File: config.mk
export PLATFORM = sky130hd
export DESIGN_NAME = mem_arbiter
export DESIGN_NICKNAME = d
export VERILOG_FILES = /design/src/rtl/mem_arbiter.sv
export SDC_FILE = /design/constraint.sdc
export NUM_CORES = 1
export LEC_CHECK = 0
export ABC_CLOCK_PERIOD_IN_PS = 3750
export BUFFER_PORTS_ARGS = -buffer_cell sky130_fd_sc_hd__buf_2
export CORE_AREA = 2 2 128 130
export CTS_CLUSTER_SIZE = 30
export DETAILED_ROUTE_END_ITERATION = 16
export DIE_AREA = 0 0 130 132
export GPL_TIMING_DRIVEN = 0
export PLACE_DENSITY = 0.7
export SYNTH_ARGS = -nofsm -noshare
export SYNTH_HDL_FRONTEND = slang
export SYNTH_SLANG_ARGS = --single-unit
export TNS_END_PERCENT = 30
File: constraint.sdc
create_clock -name clk -period 3.75 [get_ports clk]
set_input_delay 0.75 -clock clk [delete_from_list [all_inputs] [get_ports clk]]
set_output_delay 0.75 -clock clk [all_outputs]
set_load 0.1 [all_outputs]
File: src/rtl/mem_arbiter.sv
// ============================================================================
// Module   : mem_arbiter
// Brief    : Two-master arbiter (fixed m0 priority, m1 starvation guard) for a
//            unified RAM/ROM port; optional grant counters via MEM_ARB_STATS_EN.
// Revision : 1.0 - initial release
// ============================================================================
`default_nettype none

module mem_arbiter #(
    parameter int AW           = 32,
    parameter int DW           = 32,
    parameter int RAM_TOP      = 1020,
    parameter int STARVE_LIMIT = 4,
    parameter int CW           = 3
) (
    input  logic          clk,
    input  logic          reset,
    input  logic          m0_req,
    input  logic          m0_we,
    input  logic [AW-1:0] m0_addr,
    input  logic [DW-1:0] m0_wd,
    output logic          m0_gnt,
    output logic          m0_done,
    output logic          m0_err,
    output logic [DW-1:0] m0_rd,
    input  logic          m1_req,
    input  logic          m1_we,
    input  logic [AW-1:0] m1_addr,
    input  logic [DW-1:0] m1_wd,
    output logic          m1_gnt,
    output logic          m1_done,
    output logic          m1_err,
    output logic [DW-1:0] m1_rd,
    output logic          mem_we,
    output logic [AW-1:0] mem_a,
    output logic [DW-1:0] mem_wd,
    input  logic [DW-1:0] mem_rd,
    output logic [15:0]   grant_cnt0,
    output logic [15:0]   grant_cnt1
);

    typedef enum logic [1:0] {
        S_IDLE  = 2'd0,
        S_ISSUE = 2'd1,
        S_RESP  = 2'd2
    } state_t;

    localparam logic [CW-1:0] C_STARVE_MAX = CW'(STARVE_LIMIT);
    localparam logic [AW-1:0] C_RAM_TOP    = AW'(RAM_TOP);

    state_t        state_q;
    logic          sel_q;
    logic          err_pend_q;
    logic [CW-1:0] starve_q;
    logic          mem_we_q;
    logic [AW-1:0] mem_a_q;
    logic [DW-1:0] mem_wd_q;
    logic          gnt0_q, gnt1_q;
    logic          done0_q, done1_q;
    logic          err0_q, err1_q;
    logic [DW-1:0] rd0_q, rd1_q;

    logic          w_any_req;
    logic          w_m1_wins;
    logic          w_win_we;
    logic [AW-1:0] w_win_addr;
    logic [DW-1:0] w_win_wd;
    logic          w_in_ram;
    logic          w_aligned;

    // m1 wins when alone, or when it has lost STARVE_LIMIT arbitrations in a row
    assign w_any_req  = m0_req | m1_req;
    assign w_m1_wins  = m1_req && (!m0_req || (starve_q == C_STARVE_MAX));
    assign w_win_we   = w_m1_wins ? m1_we   : m0_we;
    assign w_win_addr = w_m1_wins ? m1_addr : m0_addr;
    assign w_win_wd   = w_m1_wins ? m1_wd   : m0_wd;
    assign w_in_ram   = (w_win_addr <= C_RAM_TOP);
    assign w_aligned  = (w_win_addr[1:0] == 2'b00);

    always_ff @(posedge clk) begin
        if (reset) begin
            state_q    <= S_IDLE;
            sel_q      <= 1'b0;
            err_pend_q <= 1'b0;
            starve_q   <= '0;
            mem_we_q   <= 1'b0;
            mem_a_q    <= '0;
            mem_wd_q   <= '0;
            gnt0_q     <= 1'b0;
            gnt1_q     <= 1'b0;
            done0_q    <= 1'b0;
            done1_q    <= 1'b0;
            err0_q     <= 1'b0;
            err1_q     <= 1'b0;
            rd0_q      <= '0;
            rd1_q      <= '0;
        end else begin
            gnt0_q  <= 1'b0;
            gnt1_q  <= 1'b0;
            done0_q <= 1'b0;
            done1_q <= 1'b0;
            err0_q  <= 1'b0;
            err1_q  <= 1'b0;
            case (state_q)
                S_IDLE: begin
                    mem_we_q <= 1'b0;
                    if (!m1_req || w_m1_wins) begin
                        starve_q <= '0;
                    end else if (starve_q != C_STARVE_MAX) begin
                        starve_q <= starve_q + CW'(1);
                    end
                    if (w_any_req) begin
                        sel_q      <= w_m1_wins;
                        mem_a_q    <= w_win_addr;
                        mem_wd_q   <= w_win_wd;
                        // ROM writes and misaligned accesses never reach the memory
                        mem_we_q   <= w_win_we && w_in_ram && w_aligned;
                        err_pend_q <= (w_win_we && !w_in_ram) || !w_aligned;
                        gnt0_q     <= !w_m1_wins;
                        gnt1_q     <= w_m1_wins;
                        state_q    <= S_ISSUE;
                    end
                end
                S_ISSUE: begin
                    mem_we_q <= 1'b0;
                    if (sel_q) begin
                        rd1_q   <= mem_rd;
                        done1_q <= 1'b1;
                        err1_q  <= err_pend_q;
                    end else begin
                        rd0_q   <= mem_rd;
                        done0_q <= 1'b1;
                        err0_q  <= err_pend_q;
                    end
                    state_q <= S_RESP;
                end
                S_RESP: begin
                    state_q <= S_IDLE;
                end
                default: begin
                    state_q <= S_IDLE;
                end
            endcase
        end
    end

`ifdef MEM_ARB_STATS_EN
    logic [15:0] cnt0_q, cnt1_q;

    // Counts advance on the same edge that raises the corresponding done
    always_ff @(posedge clk) begin
        if (reset) begin
            cnt0_q <= '0;
            cnt1_q <= '0;
        end else if (state_q == S_ISSUE) begin
            if (sel_q) begin
                cnt1_q <= cnt1_q + 16'd1;
            end else begin
                cnt0_q <= cnt0_q + 16'd1;
            end
        end
    end

    assign grant_cnt0 = cnt0_q;
    assign grant_cnt1 = cnt1_q;
`else
    assign grant_cnt0 = '0;
    assign grant_cnt1 = '0;
`endif

    assign m0_gnt  = gnt0_q;
    assign m1_gnt  = gnt1_q;
    assign m0_done = done0_q;
    assign m1_done = done1_q;
    assign m0_err  = err0_q;
    assign m1_err  = err1_q;
    assign m0_rd   = rd0_q;
    assign m1_rd   = rd1_q;
    assign mem_we  = mem_we_q;
    assign mem_a   = mem_a_q;
    assign mem_wd  = mem_wd_q;

endmodule

`default_nettype wire

==> load_flow_metrics.sql <==
INSERT INTO impl_metrics (metric_group, metric, value, unit) VALUES
('run_status', 'run_status', 'complete, no violations', ''),
('cts', 'worst_setup_hold_path_clk_slew', '60', 'ps'),
('worst_setup_path', 'critical_path_startpoint_category', 'register', ''),
('die', 'die_height', '132', 'microns'),
('timing', 'layout_min_cycle_time', '2260', 'ps'),
('cts', 'clock_tree.htree_level_count', '4', ''),
('drt', 'antenna_left', '0', ''),
('cts', 'clk_latency', '410', 'ps'),
('layout', 'final_nets', '1199', ''),
('timing', 'number_of_pins_exceeding_their_max_slew_limit_in_the_final_report', '0', ''),
('layout', 'finish.cell_count_without_fillers', '1260', ''),
('die', 'die-area', '0.0172', 'sq mm'),
('cts', 'cts_tree', 'yes', ''),
('min_path', 'min-delay-path-class', 'register to register', ''),
('pwr', 'vdd_drop_max', '0.000320', 'V'),
('global_route', 'grt_max_degree', '17', ''),
('logic_synthesis', 'synth_area_per_cell', '8.64', 'sq um'),
('drt', 'detailedRoute.firstPassIterationCount', '4', ''),
('worst_setup_path', 'ff_to_ff_start', 'starve_q[0]$_SDFFE_PP0P_', ''),
('worst_setup_path', 'worst_path_maximum_fanout', '10', ''),
('timing', 'final.setup.tns', '0', 'ps'),
('logic_synthesis', 'synthMostInstantiatedCell', 'dfxtp_1', ''),
('min_path', 'hold_path_origin', 'm1_rd[30]$_SDFFE_PP0P_', ''),
('pwr', 'leakage_power', '4.18', 'nW'),
('timing', 'max_freq', '442', 'MHz'),
('timing', 'finalCritPeriodShare', '60.4', '%'),
('die', 'die_width', '130', 'microns'),
('timing', 'timing.slew.headroom', '57.1', '%'),
('cts', 'cts_inserted_buffers', '17', ''),
('drt', 'wl_per_cell', '15.1', 'microns'),
('global_route', 'grt_pass1_vias', '5584', ''),
('timing', 'finalHoldViolCount', '0', ''),
('logic_synthesis', 'synth-seq-cells', '142', ''),
('layout', 'layout-area-overhead-vs-synth', '41.4', '%'),
('logic_synthesis', 'synth_top_cell_by_area', 'dfxtp_1', ''),
('cts', 'clk_path_buf_depth', '2', ''),
('placement', 'gp_congestion', '0.921', ''),
('placement', 'place.detailed.instances', '1228', ''),
('placement', 'hpwl_dp', '15200', 'microns'),
('cts', 'post_cts_buffers', '0', ''),
('worst_setup_path', 'critical_path_required', '4020', 'ps'),
('timing', 'finClkSkew', '5.28', 'ps'),
('logic_synthesis', 'post-synth-top-area-fraction', '48.2', '%'),
('cts', 'post_cts_resized', '0', ''),
('pwr', 'power_density', '576', 'mW/mm^2'),
('cts', 'clkSinkCount', '142', ''),
('logic_synthesis', 'synth-edff-count', '0', ''),
('worst_setup_path', 'r2r_cells', '7', ''),
('layout', 'drive_gt1_share', '36.3', '%'),
('drt', 'detail_route.drc_violations', '0', ''),
('logic_synthesis', 'synth_seq_area_share', '48.2', '%'),
('timing', 'setup_viol', '0', ''),
('min_path', 'hold_path_depth', '2', ''),
('min_path', 'capture_endpoint_of_the_worst_hold_path', 'm1_rd[30]$_SDFFE_PP0P_', ''),
('logic_synthesis', 'netlist-cell-type-count', '32', ''),
('timing', 'unrepaired_setup_endpoints_after_global_routing', 'no', ''),
('placement', 'buffer_ports.inserted', '299', ''),
('worst_setup_path', 'critical_path_origin', 'starve_q[0]$_SDFFE_PP0P_', ''),
('worst_setup_path', 'r2r-end', 'mem_wd[4]$_SDFFE_PP0P_', ''),
('logic_synthesis', 'async_flop_share', '0', '%'),
('worst_setup_path', 'critPathArrivalTime', '2530', 'ps'),
('flow_run', 'drv_cap', '0', ''),
('logic_synthesis', 'syn_area', '0.00589', 'sq mm'),
('logic_synthesis', 'synthesis.yosys.warnings', '0', ''),
('drt', 'routed_wirelength', '19100', 'microns'),
('layout', 'finalCoreUtilization', '53.0', '%'),
('worst_setup_path', 'setup.reg_to_reg.worst_slack', '1490', 'ps'),
('cts', 'ctsHoldBuffers', '0', ''),
('worst_setup_path', 'critical_path_class', 'register to register', ''),
('logic_synthesis', 'synth.top_cells.by_area', 'dfxtp_1 48%, mux2i_1 11%, nand2_1 8.4%, a211oi_1 8.2%, a21oi_1 5.7%', ''),
('timing', 'slew_at_the_pin_with_the_worst_max_slew_slack', '643', 'ps');
## cell usage in the layout, fill, tap and decap left out, types with 2 or more instances in the layout
master | Yosys | routed
nor2_1 | 77 | 77
a211oi_1 | 64 | 64
nand2b_1 | 4 | 4
and2_1 | 2 | 2
clkbuf_16 | 0 | 17
conb_1 | 1 | 32
clkbuf_1 | 36 | 36
dfxtp_1 | 142 | 142
a21oi_1 | 67 | 67
buf_4 | 32 | 32
or4_1 | 3 | 3
inv_1 | 5 | 5
xnor2_1 | 2 | 2
inv_6 | 0 | 3
o21ai_0 | 3 | 3
mux2i_1 | 67 | 67
nor4_1 | 8 | 8
clkinvlp_4 | 0 | 4
buf_2 | 14 | 313
nor3_1 | 2 | 2
nand4_1 | 7 | 7
clkinv_2 | 0 | 4
nand2_1 | 132 | 132
ha_1 | 2 | 2
## critical path: stages, from the launching register on
cell,delay [ps]
dfxtp_1,330
inv_1,70
ha_1,200
a21bo_2,240
nand2_1,350
buf_2,460
mux2i_1,340
a211oi_1,120
## cell families after synthesis
group / share of synthesized area, %
AOI/OAI and AO/OA: 15.0
xor gates and xnor gates: 0.297
adders and majority gates: 0.424
buffers and inverters: 7.94
DFF: 48.2
muxes: 11.4
other: 0.0636
and+or+nand+nor: 16.6
## report_power, final
| part | total, W | switching, W | internal, W |
|---|---|---|---|
| clock | 0.00159 | 0.000658 | 0.000927 |
| combinational | 0.00153 | 0.00125 | 0.000287 |
| sequential | 0.00168 | 0.0000556 | 0.00162 |
| total | 0.00480 | 0.00196 | 0.00284 |
## metal layers
layer / share of wire [%] / global-route usage, % / vias to the layer above
li1: - / - / 2978
met1: 41 / 25.4 / 2634
met2: 50 / 38.1 / 242
met3: 7.2 / 5.76 / 22
met4: 1.9 / 7.59 / 0
met5: 0 / 0 / -
## state kept, by name, summed over array words and instances, names as in the netlist
register / flops
sel_q: 1
m1_rd: 32
m0_err: 1
m0_rd: 32
starve_q: 3
m1_done: 1
m1_gnt: 1
mem_wd: 32
mem_a: 32
m1_err: 1
state_q: 2
m0_done: 1
m0_gnt: 1
mem_we: 1
err_pend_q: 1
## how the worst max path moves through the flow
stage | end | depth (start not counted)
2_1_floorplan | err_pend_q$_SDFFE_PP0P_ | 4
3_3_place_gp | err_pend_q$_SDFFE_PP0P_ | 6
3_5_place_dp | err_pend_q$_SDFFE_PP0P_ | 6
4_1_cts | mem_wd[0]$_SDFFE_PP0P_ | 7
5_1_grt | mem_wd[0]$_SDFFE_PP0P_ | 7
6_report | mem_wd[4]$_SDFFE_PP0P_ | 7
## per-stage QoR
stage	power, W	cell area [sq um]	setup slack [ps]
after floorplan	0.00293	6010	1590
after global placement	0.00324	7780	1120
after detailed placement	0.00325	7780	1130
after CTS	0.00483	8330	1440
after global routing	0.00497	8330	1320
final	0.00480	8330	1490
## cell type report
cell class | instances | area [sq um]
diodes | 1 | 2.50
plain buffers | 83 | 449
clock buffers | 18 | 439
clock inverters | 13 | 115
fillers | 1552 | 7380
inverters | 5 | 18.8
multi-input cells | 483 | 2700
flip-flops and latches | 142 | 2840
well taps | 216 | 270
repair buffers | 299 | 1500
Note: power is estimated with default switching activity, not from simulation.
